<file path="src/rtl/tpu_result_pkg.sv">
// Shared definitions for the MLP result return path: FSM states, frame
// lengths, and the header/done-state defaults used by the UART decoder too.
package tpu_result_pkg;

  typedef enum logic [2:0] {
    IDLE = 3'd0,
    HDR  = 3'd1,
    STAT = 3'd2,
    DATA = 3'd3,
    CSUM = 3'd4
  } tx_state_e;

  localparam int FRAME_LEN_BASE = 6;
  localparam int FRAME_LEN_CSUM = 7;

  localparam logic [7:0] HDR_BYTE_DEF   = 8'hA5;
  localparam logic [3:0] DONE_STATE_DEF = 4'd6;

  // Little-endian byte lane of the accumulator snapshot
  function automatic logic [7:0] acc_byte(input logic [31:0] acc, input logic [1:0] idx);
    logic [7:0] b;
    case (idx)
      2'd0:    b = acc[7:0];
      2'd1:    b = acc[15:8];
      2'd2:    b = acc[23:16];
      2'd3:    b = acc[31:24];
      default: b = 8'h00;
    endcase
    return b;
  endfunction

  // Running XOR used for the optional frame checksum
  function automatic logic [7:0] xor_fold(input logic [7:0] sum, input logic [7:0] b);
    return sum ^ b;
  endfunction

endpackage

</file>
<file path="src/rtl/tpu_result_tx.sv">
// Snapshots MLP status/accumulator and serializes them as a byte frame.
// Define TPU_RESULT_CHECKSUM_EN to append an XOR checksum byte.
module tpu_result_tx
  import tpu_result_pkg::*;
#(
  parameter logic [7:0] HDR_BYTE   = HDR_BYTE_DEF,
  parameter logic [3:0] DONE_STATE = DONE_STATE_DEF,
  parameter bit         AUTO_SEND  = 1'b1
) (
  input  logic        clk,
  input  logic        rst_n,
  input  logic        rd_req,
  input  logic [3:0]  mlp_state_in,
  input  logic [4:0]  mlp_cycle_cnt_in,
  input  logic [31:0] mlp_acc0_in,
  output logic [7:0]  tx_data,
  output logic        tx_valid,
  input  logic        tx_ready,
  output logic        busy,
  output logic        overrun,
  input  logic        overrun_clr
);

  tx_state_e   state_r;
  logic [1:0]  idx_r;
  logic [7:0]  st_r;
  logic [31:0] acc_r;
  logic        prev_done_r;

  logic done_now_s;
  logic trig_s;
  logic hs_s;
  logic accept_s;
  logic busy_trig_s;
  logic unused_cnt_msb_s;

  // Trigger qualification and handshake decode
  always_comb begin
    done_now_s  = (mlp_state_in == DONE_STATE);
    trig_s      = rd_req | (AUTO_SEND & done_now_s & ~prev_done_r);
    hs_s        = tx_valid & tx_ready;
    accept_s    = trig_s & (state_r == IDLE);
    busy_trig_s = trig_s & (state_r != IDLE);
  end

  assign unused_cnt_msb_s = mlp_cycle_cnt_in[4];

`ifdef TPU_RESULT_CHECKSUM_EN
  logic [7:0] csum_r;

  // Checksum accumulates every handshaken byte, restarted by each new frame
  always_ff @(posedge clk or negedge rst_n) begin
    if (!rst_n) begin
      csum_r <= 8'h00;
    end else if (accept_s) begin
      csum_r <= 8'h00;
    end else if (hs_s) begin
      csum_r <= xor_fold(csum_r, tx_data);
    end else begin
      csum_r <= csum_r;
    end
  end
`endif

  // Sticky overrun flag; a new overrun in the same cycle beats the clear
  always_ff @(posedge clk or negedge rst_n) begin
    if (!rst_n) begin
      overrun <= 1'b0;
    end else if (busy_trig_s) begin
      overrun <= 1'b1;
    end else if (overrun_clr) begin
      overrun <= 1'b0;
    end else begin
      overrun <= overrun;
    end
  end

  // Frame FSM with registered byte stream outputs
  always_ff @(posedge clk or negedge rst_n) begin
    if (!rst_n) begin
      state_r     <= IDLE;
      idx_r       <= 2'd0;
      st_r        <= 8'h00;
      acc_r       <= 32'h0000_0000;
      prev_done_r <= 1'b0;
      tx_data     <= 8'h00;
      tx_valid    <= 1'b0;
      busy        <= 1'b0;
    end else begin
      prev_done_r <= done_now_s;
      case (state_r)
        IDLE: begin
          if (accept_s) begin
            st_r     <= {mlp_cycle_cnt_in[3:0], mlp_state_in};
            acc_r    <= mlp_acc0_in;
            tx_data  <= HDR_BYTE;
            tx_valid <= 1'b1;
            busy     <= 1'b1;
            idx_r    <= 2'd0;
            state_r  <= HDR;
          end
        end
        HDR: begin
          if (hs_s) begin
            tx_data <= st_r;
            state_r <= STAT;
          end
        end
        STAT: begin
          if (hs_s) begin
            idx_r   <= 2'd0;
            tx_data <= acc_byte(acc_r, 2'd0);
            state_r <= DATA;
          end
        end
        DATA: begin
          if (hs_s) begin
            if (idx_r == 2'd3) begin
`ifdef TPU_RESULT_CHECKSUM_EN
              // Last data byte is still on tx_data, fold it in directly
              tx_data <= xor_fold(csum_r, tx_data);
              state_r <= CSUM;
`else
              tx_valid <= 1'b0;
              busy     <= 1'b0;
              state_r  <= IDLE;
`endif
            end else begin
              idx_r   <= idx_r + 2'd1;
              tx_data <= acc_byte(acc_r, idx_r + 2'd1);
            end
          end
        end
        CSUM: begin
          if (hs_s) begin
            tx_valid <= 1'b0;
            busy     <= 1'b0;
            state_r  <= IDLE;
          end
        end
        default: begin
          tx_valid <= 1'b0;
          busy     <= 1'b0;
          state_r  <= IDLE;
        end
      endcase
    end
  end

endmodule

</file>
<file path="config.mk">
export PLATFORM = sky130hd
export DESIGN_NAME = tpu_result_tx
export DESIGN_NICKNAME = d
export VERILOG_FILES = /design/src/rtl/tpu_result_pkg.sv /design/src/rtl/tpu_result_tx.sv
export SDC_FILE = /design/constraint.sdc
export NUM_CORES = 1
export LEC_CHECK = 0
export CORE_ASPECT_RATIO = 1.25
export CORE_UTILIZATION = 40
export CTS_BUF_LIST = sky130_fd_sc_hd__clkbuf_4 sky130_fd_sc_hd__clkbuf_8 sky130_fd_sc_hd__clkbuf_16
export CTS_CLUSTER_DIAMETER = 120
export CTS_CLUSTER_SIZE = 24
export DETAILED_ROUTE_END_ITERATION = 10
export GPL_ROUTABILITY_DRIVEN = 1
export GPL_TIMING_DRIVEN = 0
export HOLD_SLACK_MARGIN = 0.02
export PLACE_DENSITY = 0.66
export SYNTH_ARGS = -nofsm -noshare
export SYNTH_HDL_FRONTEND = slang
export SYNTH_SLANG_ARGS = --single-unit
</file>
<file path="constraint.sdc">
create_clock -name clk -period 3.01 [get_ports clk]
set_clock_uncertainty 0.05 [all_clocks]
set_input_delay 0.4515 -clock clk [delete_from_list [all_inputs] [get_ports clk]]
set_output_delay 0.4515 -clock clk [all_outputs]
set_load 0.02 [all_outputs]
</file>
## Word level (Yosys, flattened, before mapping)

Index checks and enable logic that the tools add are counted.

- Reductions and logical operators: 12
- Multiplexer cells: 26
- Bitwise operators: 7
- Equality and inequality tests: 16
- Add/subtract/negate cells: 1

Operator list:

| operator | count |
|---|---|
| one-hot mux 8 bit (4 select lines) | 2 |
| two-way mux 8 bit | 5 |
| two-way mux 3 bit | 6 |
| one-hot mux 3 bit (5 select lines) | 1 |
| != test 2 bit, second input constant | 7 |
| AND reduction 6 bit | 2 |
| AND reduction 5 bit | 2 |
| two-way mux 2 bit | 4 |
| equality test 2 bit, second input constant | 3 |
| equality test 3 x 2 -> 1 bit, second input constant | 2 |
| two-way mux 1 bit | 6 |
| one-hot mux 2 bit (3 select lines) | 1 |
| nonzero test 3 bit | 2 |
| bitwise AND 1 bit | 4 |
| equality test 4 x 3 -> 1 bit, second input constant | 1 |
| one-hot mux 1 bit (4 select lines) | 1 |
| nonzero test 4 bit | 1 |
| equality test 3 x 1 -> 1 bit, second input constant | 1 |
| equality test 3 bit, second input constant | 1 |
| zero test 3 bit | 1 |
| adder 2 x 1 -> 2 bit, second input constant | 1 |
| equality test 2 x 1 -> 1 bit, second input constant | 1 |
| zero test 2 bit | 1 |
| inverter 1 bit | 2 |
| other kinds (4) | 4 |

- Output and inout bits: 11
- Input bits: 46
- Logic and storage cells: 70
- Flip-flop bits (word level): 56

## Depth between registers and ports, before layout

Gate-level depths: netlist (run 1).

- Word-level depth: 6
- Mapped depth: 7

## Worst setup path before layout (run 1)

Ideal clock, no wire load.

- Path type: reg2reg
- From: register state_r[1]
- To: register tx_data[0]
- Setup slack: 1.313 ns
- Data arrival time: 1.523 ns
- Required time: 2.835 ns
- Cell stages (with the launch flop): 8
- Period minus slack after synthesis: 1.697 ns
- Buffers on the path: 1
- Cell sequence: dfrtp_1 -> inv_1 -> ha_1 -> buf_2 -> a2bb2oi_1 -> a21oi_1 -> nand3_2 -> mux2_2

- Cells in the longest elaborated chain, start to end: 4
- Elaborated cells on any way between the ends: 13
- Classes of those cells: eq/ne (8); mux (1); bitwise (1); reduce/logical (3)

RTL lines:

| item | RTL line | RTL |
|---|---|---|
| start, declared | tpu_result_tx.sv:24 | `tx_state_e state_r;` |
| start signal, assigned | tpu_result_tx.sv:81 | `state_r <= IDLE;` |
| start signal, assigned | tpu_result_tx.sv:100 | `state_r <= HDR;` |
| start signal, assigned | tpu_result_tx.sv:106 | `state_r <= STAT;` |
| zero test 3 bit | tpu_result_tx.sv:42, tpu_result_tx.sv:91 |  |
| bitwise AND 1 bit | tpu_result_tx.sv:42 | `accept_s = trig_s & (state_r == IDLE);` |
| != test 2 bit (no source line) | -- |  |
| AND reduction 6 bit (no source line) | -- |  |
| end signal, assigned | tpu_result_tx.sv:105 | `tx_data <= st_r;` |
| end signal, assigned | tpu_result_tx.sv:112 | `tx_data <= acc_byte(acc_r, 2'd0);` |
| end signal, assigned | tpu_result_tx.sv:130 | `tx_data <= acc_byte(acc_r, idx_r + 2'd1);` |
| end, declared | tpu_result_tx.sv:16 | `output logic [7:0] tx_data,` |

Parallel ways exist; a longest one is shown, timed or not.
A chain may end at the register's enable or synchronous reset.

## Worst setup path in the final report (run 1)

- From: register state_r[0]
- To: register tx_data[5]

Same word-level chain as after synthesis.

==> run_summary.xml, run 1 <==
<?xml version="1.0" encoding="UTF-8"?>
<metrics>
  <group name="pwr">
    <metric name="static-leakage-power" unit="nW">1.48</metric>
    <metric name="share_comb_of_total_power" unit="">0.487</metric>
    <metric name="cell_internal_pwr" unit="mW">2.23</metric>
    <metric name="switching_power" unit="mW">1.21</metric>
    <metric name="pwr-share-clk" unit="">0.126</metric>
    <metric name="share_seq_of_total_power" unit="">0.387</metric>
    <metric name="peakVddDrop" unit="uV">460</metric>
    <metric name="switching_share" unit="">0.352</metric>
    <metric name="power" unit="mW">3.44</metric>
    <metric name="power-per-cell-area" unit="nW/um^2">1020</metric>
  </group>
  <group name="final_layout">
    <metric name="layout-drive-gt1-share" unit="">0.285</metric>
    <metric name="finish.net_count" unit="">303</metric>
    <metric name="most-common-layout-cells" unit="">sky130_fd_sc_hd__dfrtp_1 (55), sky130_fd_sc_hd__clkdlybuf4s50_1 (54), sky130_fd_sc_hd__mux2_2 (37)</metric>
    <metric name="fin_util" unit="">0.540</metric>
    <metric name="layout_commonest_cell" unit="">sky130_fd_sc_hd__dfrtp_1</metric>
    <metric name="layout-area-overhead-vs-synth" unit="%">29.5</metric>
    <metric name="n_antenna_cell" unit="">0</metric>
  </group>
  <group name="logic_synthesis">
    <metric name="postSynthRegisterBits" unit="">55</metric>
    <metric name="yosysWarnings" unit="">0</metric>
    <metric name="syn_nets" unit="">240</metric>
    <metric name="synth-edff-count" unit="">0</metric>
    <metric name="post_synthesis_mean_instance_area" unit="um^2">14.1</metric>
    <metric name="syn_area" unit="um^2">2600</metric>
    <metric name="synth_seq_area_share" unit="">0.528</metric>
    <metric name="postSynth.topFlopCell" unit="">sky130_fd_sc_hd__dfrtp_1</metric>
    <metric name="async_reset_ff_frac" unit="">1.00</metric>
    <metric name="postSynthCellCount" unit="">185</metric>
    <metric name="yosysUniqueCellTypes" unit="">31</metric>
  </group>
  <group name="sta">
    <metric name="worst_max_slew_pin_slew" unit="ns">0.508</metric>
    <metric name="max_slew_margin" unit="">0.661</metric>
    <metric name="timing.final.setup_violations" unit="">0</metric>
    <metric name="whs" unit="ns">0.0448</metric>
    <metric name="post_layout_minimum_cycle_time" unit="ns">2.01</metric>
    <metric name="fmaxAchievable" unit="MHz">497</metric>
    <metric name="grt_setup_unrepaired" unit="">no</metric>
    <metric name="slew_viol_final" unit="">0</metric>
    <metric name="finalHoldViolCount" unit="">0</metric>
    <metric name="post-route-period-util" unit="">0.669</metric>
  </group>
  <group name="global_routing">
    <metric name="gr_util_all_layers" unit="">0.174</metric>
    <metric name="grt_first_pass_wirelength" unit="um">8940</metric>
    <metric name="largest_net_degree_at_the_start_of_global_routing" unit="">35</metric>
    <metric name="initial_antenna_violation_count" unit="">0</metric>
    <metric name="total_gr_overflow" unit="">0</metric>
    <metric name="grt_pass1_vias" unit="">1829</metric>
  </group>
  <group name="clock_tree">
    <metric name="postCtsSetupBuffers" unit="">0</metric>
    <metric name="clock_latency_reported_for_the_late_side_of_the_worst_skew_pair" unit="ns">0.31</metric>
    <metric name="cts.root.buffer_cell" unit="">sky130_fd_sc_hd__clkbuf_8</metric>
    <metric name="clock_sink_count" unit="">55</metric>
    <metric name="cts_tree" unit="">done</metric>
    <metric name="hold_buffers" unit="">0</metric>
    <metric name="htreeDepth" unit="">2</metric>
    <metric name="cts.clk_slew.worst_paths" unit="ns">0.10</metric>
    <metric name="postCtsResizedCells" unit="">0</metric>
    <metric name="cts-root-to-sink-buffers" unit="">2</metric>
    <metric name="cts_buffers" unit="">5</metric>
  </group>
  <group name="critical_path">
    <metric name="cp-start-kind" unit="">flip-flop</metric>
    <metric name="setup.reg_to_reg.worst_slack" unit="ns">1.0</metric>
    <metric name="worst_r2r_endpoint" unit="">tx_data[5]</metric>
    <metric name="rr_worst_depth" unit="">6</metric>
    <metric name="worst_path_arrival_time" unit="ns">2.16</metric>
    <metric name="r2r_start" unit="">state_r[0]</metric>
    <metric name="setup.worst_path.class" unit="">flip-flop to flip-flop</metric>
    <metric name="crit_end_category" unit="">flip-flop</metric>
    <metric name="critical_path.max_fanout" unit="">8</metric>
    <metric name="required" unit="ns">3.16</metric>
  </group>
  <group name="floorplanning">
    <metric name="floorplan.rows" unit="">32</metric>
    <metric name="die_width" unit="um">74.2</metric>
    <metric name="core" unit="um^2">6250</metric>
    <metric name="initial_core_util" unit="">0.417</metric>
    <metric name="die_h" unit="um">92.2</metric>
    <metric name="die_area" unit="um^2">6840</metric>
    <metric name="top_level_ports" unit="">57</metric>
  </group>
  <group name="route">
    <metric name="first_iter_violations" unit="">99</metric>
    <metric name="avgRoutedWirePerCell" unit="um">15.8</metric>
    <metric name="detailedRoute.firstPassIterationCount" unit="">4</metric>
    <metric name="detail-route-antenna-nets" unit="">0</metric>
    <metric name="remaining_drc_errors" unit="">0</metric>
    <metric name="avgViaCountPerCell" unit="">5.02</metric>
    <metric name="drt_wl_total" unit="um">5280</metric>
    <metric name="via_count" unit="">1677</metric>
  </group>
  <group name="place">
    <metric name="io_buffer_count" unit="">55</metric>
    <metric name="gpl_wtd_cong" unit="">0.867</metric>
    <metric name="half_perimeter_wire_length_of_the_detailed_placement_result" unit="um">3930</metric>
  </group>
  <group name="min_path">
    <metric name="min-delay-path-class" unit="">input pin to asynchronous set/reset pin</metric>
  </group>
  <group name="run_status">
    <metric name="status" unit="">complete, no violations</metric>
  </group>
  <group name="flow_run">
    <metric name="max_capacitance_violation_total" unit="">0</metric>
  </group>
</metrics>
-- worst max-delay path by stage --
stage	cells past startpoint	start	slack (ns)	to
after global placement	1	rst_n	-0.28	acc_r[6]
final	6	state_r[0]	1.0	tx_data[5]
after detailed placement	5	mlp_state_in[3]	0.88	tx_data[5]
after floorplan	7	state_r[1]	1.31	tx_data[0]
after CTS	6	state_r[0]	0.99	tx_data[5]
after global routing	6	state_r[0]	0.90	tx_data[5]
-- cells by family (layout without fill, tap and decap cells) --
logic type	Yosys count	in the layout	share of synthesized area
AO/OA/AOI/OAI	37	37	0.108
adder cells (fa/ha/maj)	9	9	0.0432
buffers and inverters	18	82	0.0408
flip-flops	55	55	0.528
multiplexers	52	52	0.241
AND/OR/NAND/NOR	14	14	0.0389
-- power groups by stage --
| stage | clock [mW] | combinational [mW] | sequential (mW) |
|---|---|---|---|
| global placement | 0 | 1.65 | 1.33 |
| floorplan | 0 | 1.18 | 1.34 |
| detailed placement | 0 | 1.69 | 1.34 |
| global route | 0.479 | 1.84 | 1.38 |
| finish | 0.434 | 1.67 | 1.33 |
| CTS | 0.455 | 1.69 | 1.33 |
-- cell type report --
class / instances / area, um^2
plain buffers: 10 / 76.3
fillers: 556 / 2870
clock buffers: 6 / 82.6
repair buffers: 56 / 566
multi-input cells: 112 / 1120
well taps: 85 / 106
clock inverters: 2 / 13.8
inverters: 8 / 30.0
flip-flops and latches: 55 / 1380
-- registers in the layout (all words and copies together), names as in the netlist --
| signal | count |
|---|---|
| overrun | 1 |
| prev_done_r | 1 |
| busy | 1 |
| st_r | 8 |
| tx_data | 8 |
| acc_r | 32 |
| idx_r | 2 |
| state_r | 2 |
-- worst max-delay path, cell delays in order (launching register included) --
cell and delay, ns:
sky130_fd_sc_hd__dfrtp_1 0.42, sky130_fd_sc_hd__inv_1 0.10, sky130_fd_sc_hd__ha_1 0.27, sky130_fd_sc_hd__a21o_1 0.28, sky130_fd_sc_hd__a221oi_1 0.36, sky130_fd_sc_hd__o21ai_0 0.15, sky130_fd_sc_hd__mux2_2 0.28
-- metal layers --
metal / GRT usage / vias to the layer above / wire (um)
li1: - / 809 / -
met1: 0.226 / 828 / 2390
met2: 0.281 / 36 / 2620
met3: 0.0407 / 4 / 231
met4: 0.0545 / 0 / 44
met5: 0 / - / 0
-- cell usage after synthesis (3+ instances only) --
cell	n	area [um^2]
sky130_fd_sc_hd__a22oi_1	4	30.0
sky130_fd_sc_hd__nand2_1	5	18.8
sky130_fd_sc_hd__a21oi_1	5	25.0
sky130_fd_sc_hd__a221oi_1	4	35.0
sky130_fd_sc_hd__inv_1	8	30.0
sky130_fd_sc_hd__dfrtp_1	55	1380
sky130_fd_sc_hd__mux2i_1	3	30.0
sky130_fd_sc_hd__mux2_2	37	417
sky130_fd_sc_hd__o22ai_1	4	25.0
sky130_fd_sc_hd__a222oi_1	8	80.1
sky130_fd_sc_hd__mux2_4	12	180
sky130_fd_sc_hd__buf_6	4	45.0
sky130_fd_sc_hd__o21ai_0	7	35.0
sky130_fd_sc_hd__ha_1	9	113
-- per-stage QoR --
stage | instance area [um^2] | cells | worst slack, ns | TNS (ns)
after floorplan | 2610 | 185 | 1.31 | 0
after global placement | 3260 | 325 | -0.278 | -15.09
after detailed placement | 3280 | 326 | 0.879 | 0
after CTS | 3370 | 334 | 0.995 | 0
after global routing | 3370 | 334 | 0.905 | 0
final | 3370 | 334 | 0.997 | 0
(Power assumes the default switching activity.)
==> run 2, diff against run 1 <==
==> constraint.sdc (replaced) <==
create_clock -name clk -period 1.9 [get_ports clk]
set_clock_uncertainty 0.05 [all_clocks]
set_input_delay 0.285 -clock clk [delete_from_list [all_inputs] [get_ports clk]]
set_output_delay 0.285 -clock clk [all_outputs]
set_load 0.02 [all_outputs]
==> run 2 against run 1 <==
Sequential cell count is the same. Sequential share of layout area shrank 1.2 points. Register-to-register slack lost 0.92 ns. Worst setup slack lost 0.92 ns. Utilization grew 1.7 points. Non-clock buffer count grew 2. Largest cell class unchanged. Clock-buffer cell count is the same. Clock power grew 59%. Final area grew 3.2%. Critical path depth shrank 1. Global-route usage grew 0.21 points.
==> run_summary.xml, run 2 (synthesis gave the netlist of run 1 again) <==
<?xml version="1.0" encoding="UTF-8"?>
<metrics>
  <group name="route">
    <metric name="avgRoutedWirePerCell" unit="um">16.1</metric>
    <metric name="detailedRoute.firstPassIterationCount" unit="">5</metric>
    <metric name="avgViaCountPerCell" unit="">5.09</metric>
    <metric name="via_count" unit="">1709</metric>
    <metric name="first_iter_violations" unit="">120</metric>
    <metric name="drt_wl_total" unit="um">5410</metric>
    <metric name="detail-route-antenna-nets" unit="">0</metric>
    <metric name="remaining_drc_errors" unit="">0</metric>
  </group>
  <group name="final_layout">
    <metric name="layout-drive-gt1-share" unit="">0.363</metric>
    <metric name="n_antenna_cell" unit="">0</metric>
    <metric name="fin_util" unit="">0.557</metric>
    <metric name="layout-area-overhead-vs-synth" unit="%">33.7</metric>
    <metric name="most-common-layout-cells" unit="">sky130_fd_sc_hd__clkdlybuf4s50_1 (54), sky130_fd_sc_hd__dfrtp_1 (52), sky130_fd_sc_hd__mux2_2 (36)</metric>
    <metric name="layout_commonest_cell" unit="">sky130_fd_sc_hd__clkdlybuf4s50_1</metric>
    <metric name="registers.top_by_ff_count" unit="">acc_r</metric>
    <metric name="finalNonFillerCells" unit="">336</metric>
    <metric name="finish.net_count" unit="">305</metric>
    <metric name="top_regs" unit="">acc_r (32), st_r (8), tx_data (8)</metric>
    <metric name="final_cell_area" unit="um^2">3480</metric>
    <metric name="fillCellCount" unit="">544</metric>
    <metric name="largest_reg_flops" unit="">32</metric>
  </group>
  <group name="floorplanning">
    <metric name="initial_core_util" unit="">0.417</metric>
    <metric name="top_level_ports" unit="">57</metric>
    <metric name="die_area" unit="um^2">6840</metric>
    <metric name="floorplan.rows" unit="">32</metric>
    <metric name="die_h" unit="um">92.2</metric>
    <metric name="die_width" unit="um">74.2</metric>
    <metric name="core" unit="um^2">6250</metric>
  </group>
  <group name="global_routing">
    <metric name="largest_net_degree_at_the_start_of_global_routing" unit="">35</metric>
    <metric name="grt_first_pass_wirelength" unit="um">9050</metric>
    <metric name="grt_pass1_vias" unit="">1852</metric>
    <metric name="initial_antenna_violation_count" unit="">0</metric>
    <metric name="total_gr_overflow" unit="">0</metric>
    <metric name="gr_util_all_layers" unit="">0.176</metric>
  </group>
  <group name="clock_tree">
    <metric name="htreeDepth" unit="">2</metric>
    <metric name="cts_tree" unit="">done</metric>
    <metric name="cts_buffers" unit="">5</metric>
    <metric name="cts-root-to-sink-buffers" unit="">2</metric>
    <metric name="cts.clk_slew.worst_paths" unit="ns">0.10</metric>
    <metric name="clock_latency_reported_for_the_late_side_of_the_worst_skew_pair" unit="ns">0.31</metric>
    <metric name="cts.root.buffer_cell" unit="">sky130_fd_sc_hd__clkbuf_8</metric>
    <metric name="clock_sink_count" unit="">55</metric>
  </group>
  <group name="sta">
    <metric name="finalHoldViolCount" unit="">0</metric>
    <metric name="whs" unit="ns">0.421</metric>
    <metric name="slew_viol_final" unit="">0</metric>
    <metric name="max_slew_margin" unit="">0.661</metric>
    <metric name="fmaxAchievable" unit="MHz">547</metric>
    <metric name="setup-tns-final" unit="ns">0</metric>
    <metric name="post-route-period-util" unit="">0.962</metric>
    <metric name="worst_max_slew_pin_slew" unit="ns">0.509</metric>
    <metric name="fin_ws" unit="ns">0.0718</metric>
    <metric name="post_layout_minimum_cycle_time" unit="ns">1.83</metric>
    <metric name="timing.final.setup_violations" unit="">0</metric>
  </group>
  <group name="pwr">
    <metric name="power-per-cell-area" unit="nW/um^2">1640</metric>
    <metric name="share_comb_of_total_power" unit="">0.505</metric>
    <metric name="cell_internal_pwr" unit="mW">3.70</metric>
    <metric name="power" unit="mW">5.70</metric>
    <metric name="share_seq_of_total_power" unit="">0.375</metric>
    <metric name="switching_share" unit="">0.351</metric>
    <metric name="switching_power" unit="mW">2.00</metric>
    <metric name="pwr-share-clk" unit="">0.121</metric>
    <metric name="peakVddDrop" unit="uV">736</metric>
    <metric name="static-leakage-power" unit="nW">1.50</metric>
  </group>
  <group name="critical_path">
    <metric name="setup.reg_to_reg.worst_slack" unit="ns">0.07</metric>
    <metric name="worst_path_arrival_time" unit="ns">1.98</metric>
    <metric name="worst_r2r_endpoint" unit="">tx_data[5]</metric>
    <metric name="r2r_start" unit="">state_r[0]</metric>
    <metric name="rr_worst_depth" unit="">5</metric>
    <metric name="critical_path.max_fanout" unit="">8</metric>
    <metric name="required" unit="ns">2.05</metric>
    <metric name="setup.worst_path.class" unit="">flip-flop to flip-flop</metric>
    <metric name="crit_end_category" unit="">flip-flop</metric>
    <metric name="cp-start-kind" unit="">flip-flop</metric>
  </group>
  <group name="place">
    <metric name="dpl.cell_count" unit="">326</metric>
    <metric name="half_perimeter_wire_length_of_the_detailed_placement_result" unit="um">3930</metric>
    <metric name="gpl_wtd_cong" unit="">0.867</metric>
    <metric name="io_buffer_count" unit="">55</metric>
    <metric name="place_area" unit="um^2">3280</metric>
    <metric name="placement.setup.worst_slack" unit="ns">-0.110</metric>
  </group>
  <group name="flow_run">
    <metric name="max_capacitance_violation_total" unit="">0</metric>
  </group>
  <group name="min_path">
    <metric name="min-delay-path-class" unit="">input pin to asynchronous set/reset pin</metric>
  </group>
  <group name="run_status">
    <metric name="status" unit="">complete, no violations</metric>
  </group>
</metrics>
-- run 2: worst max path at each step --
stage	end	slack [ns]	from	cells past startpoint
after floorplan	tx_data[0]	0.20	state_r[1]	7
after global placement	acc_r[6]	-1.22	rst_n	1
after detailed placement	tx_data[5]	-0.11	state_r[0]	6
after CTS	tx_data[6]	0.008	idx_r[0]	6
after global routing	tx_data[0]	-0.003	state_r[1]	7
final	tx_data[5]	0.07	state_r[0]	5
-- run 2: cell type report --
type | instances | area (um^2) | share of cell area
inverters | 8 | 30.0 | 0.00862
plain buffers | 7 | 71.3 | 0.0205
multi-input cells | 112 | 1190 | 0.342
clock buffers | 6 | 82.6 | 0.0237
repair buffers | 61 | 606 | 0.174
clock inverters | 2 | 13.8 | 0.00395
well taps | 85 | 106 | 0.0305
flip-flops and latches | 55 | 1380 | 0.396
-- run 2: repair_timing --
item                                    CTS  global route
hold buffers                              1             0
endpoints found under the setup margin    8             9
pin swaps                                 1             3
hold endpoints to repair                 21             0
buffers inserted                          2             2
gates resized for setup                   4            19
-- run 2: metal layers --
metal  wire, um  vias to the layer above  GRT usage
met5          0                        -          0
met4         70                        0     0.0545
met1       2380                      852      0.229
met3        238                        5     0.0407
li1           -                      813          -
met2       2730                       39      0.286
-- run 2: power groups by stage --
stage | sequential, mW | clock (mW) | combinational (mW)
floorplan | 2.12 | 0 | 1.87
global placement | 2.11 | 0 | 2.62
detailed placement | 2.12 | 0 | 2.67
CTS | 2.10 | 0.721 | 2.75
global route | 2.21 | 0.758 | 3.15
finish | 2.13 | 0.689 | 2.88
-- run 2: critical path, stage by stage (launching register included) --
cell	delay, ns
sky130_fd_sc_hd__dfrtp_2	0.46
sky130_fd_sc_hd__ha_2	0.26
sky130_fd_sc_hd__a21o_4	0.27
sky130_fd_sc_hd__a221oi_2	0.27
sky130_fd_sc_hd__o21ai_0	0.13
sky130_fd_sc_hd__mux2_2	0.27
==> run 3, diff against run 2 <==
--- a/config.mk
+++ b/config.mk
@@ -9,7 +9,6 @@
 export CORE_UTILIZATION = 40
 export CTS_BUF_LIST = sky130_fd_sc_hd__clkbuf_4 sky130_fd_sc_hd__clkbuf_8 sky130_fd_sc_hd__clkbuf_16
 export CTS_CLUSTER_DIAMETER = 120
-export CTS_CLUSTER_SIZE = 24
 export DETAILED_ROUTE_END_ITERATION = 10
 export GPL_ROUTABILITY_DRIVEN = 1
 export GPL_TIMING_DRIVEN = 0
==> results of run 3 <==
The final DEF is identical to that of run 2; final timing and power are the same.
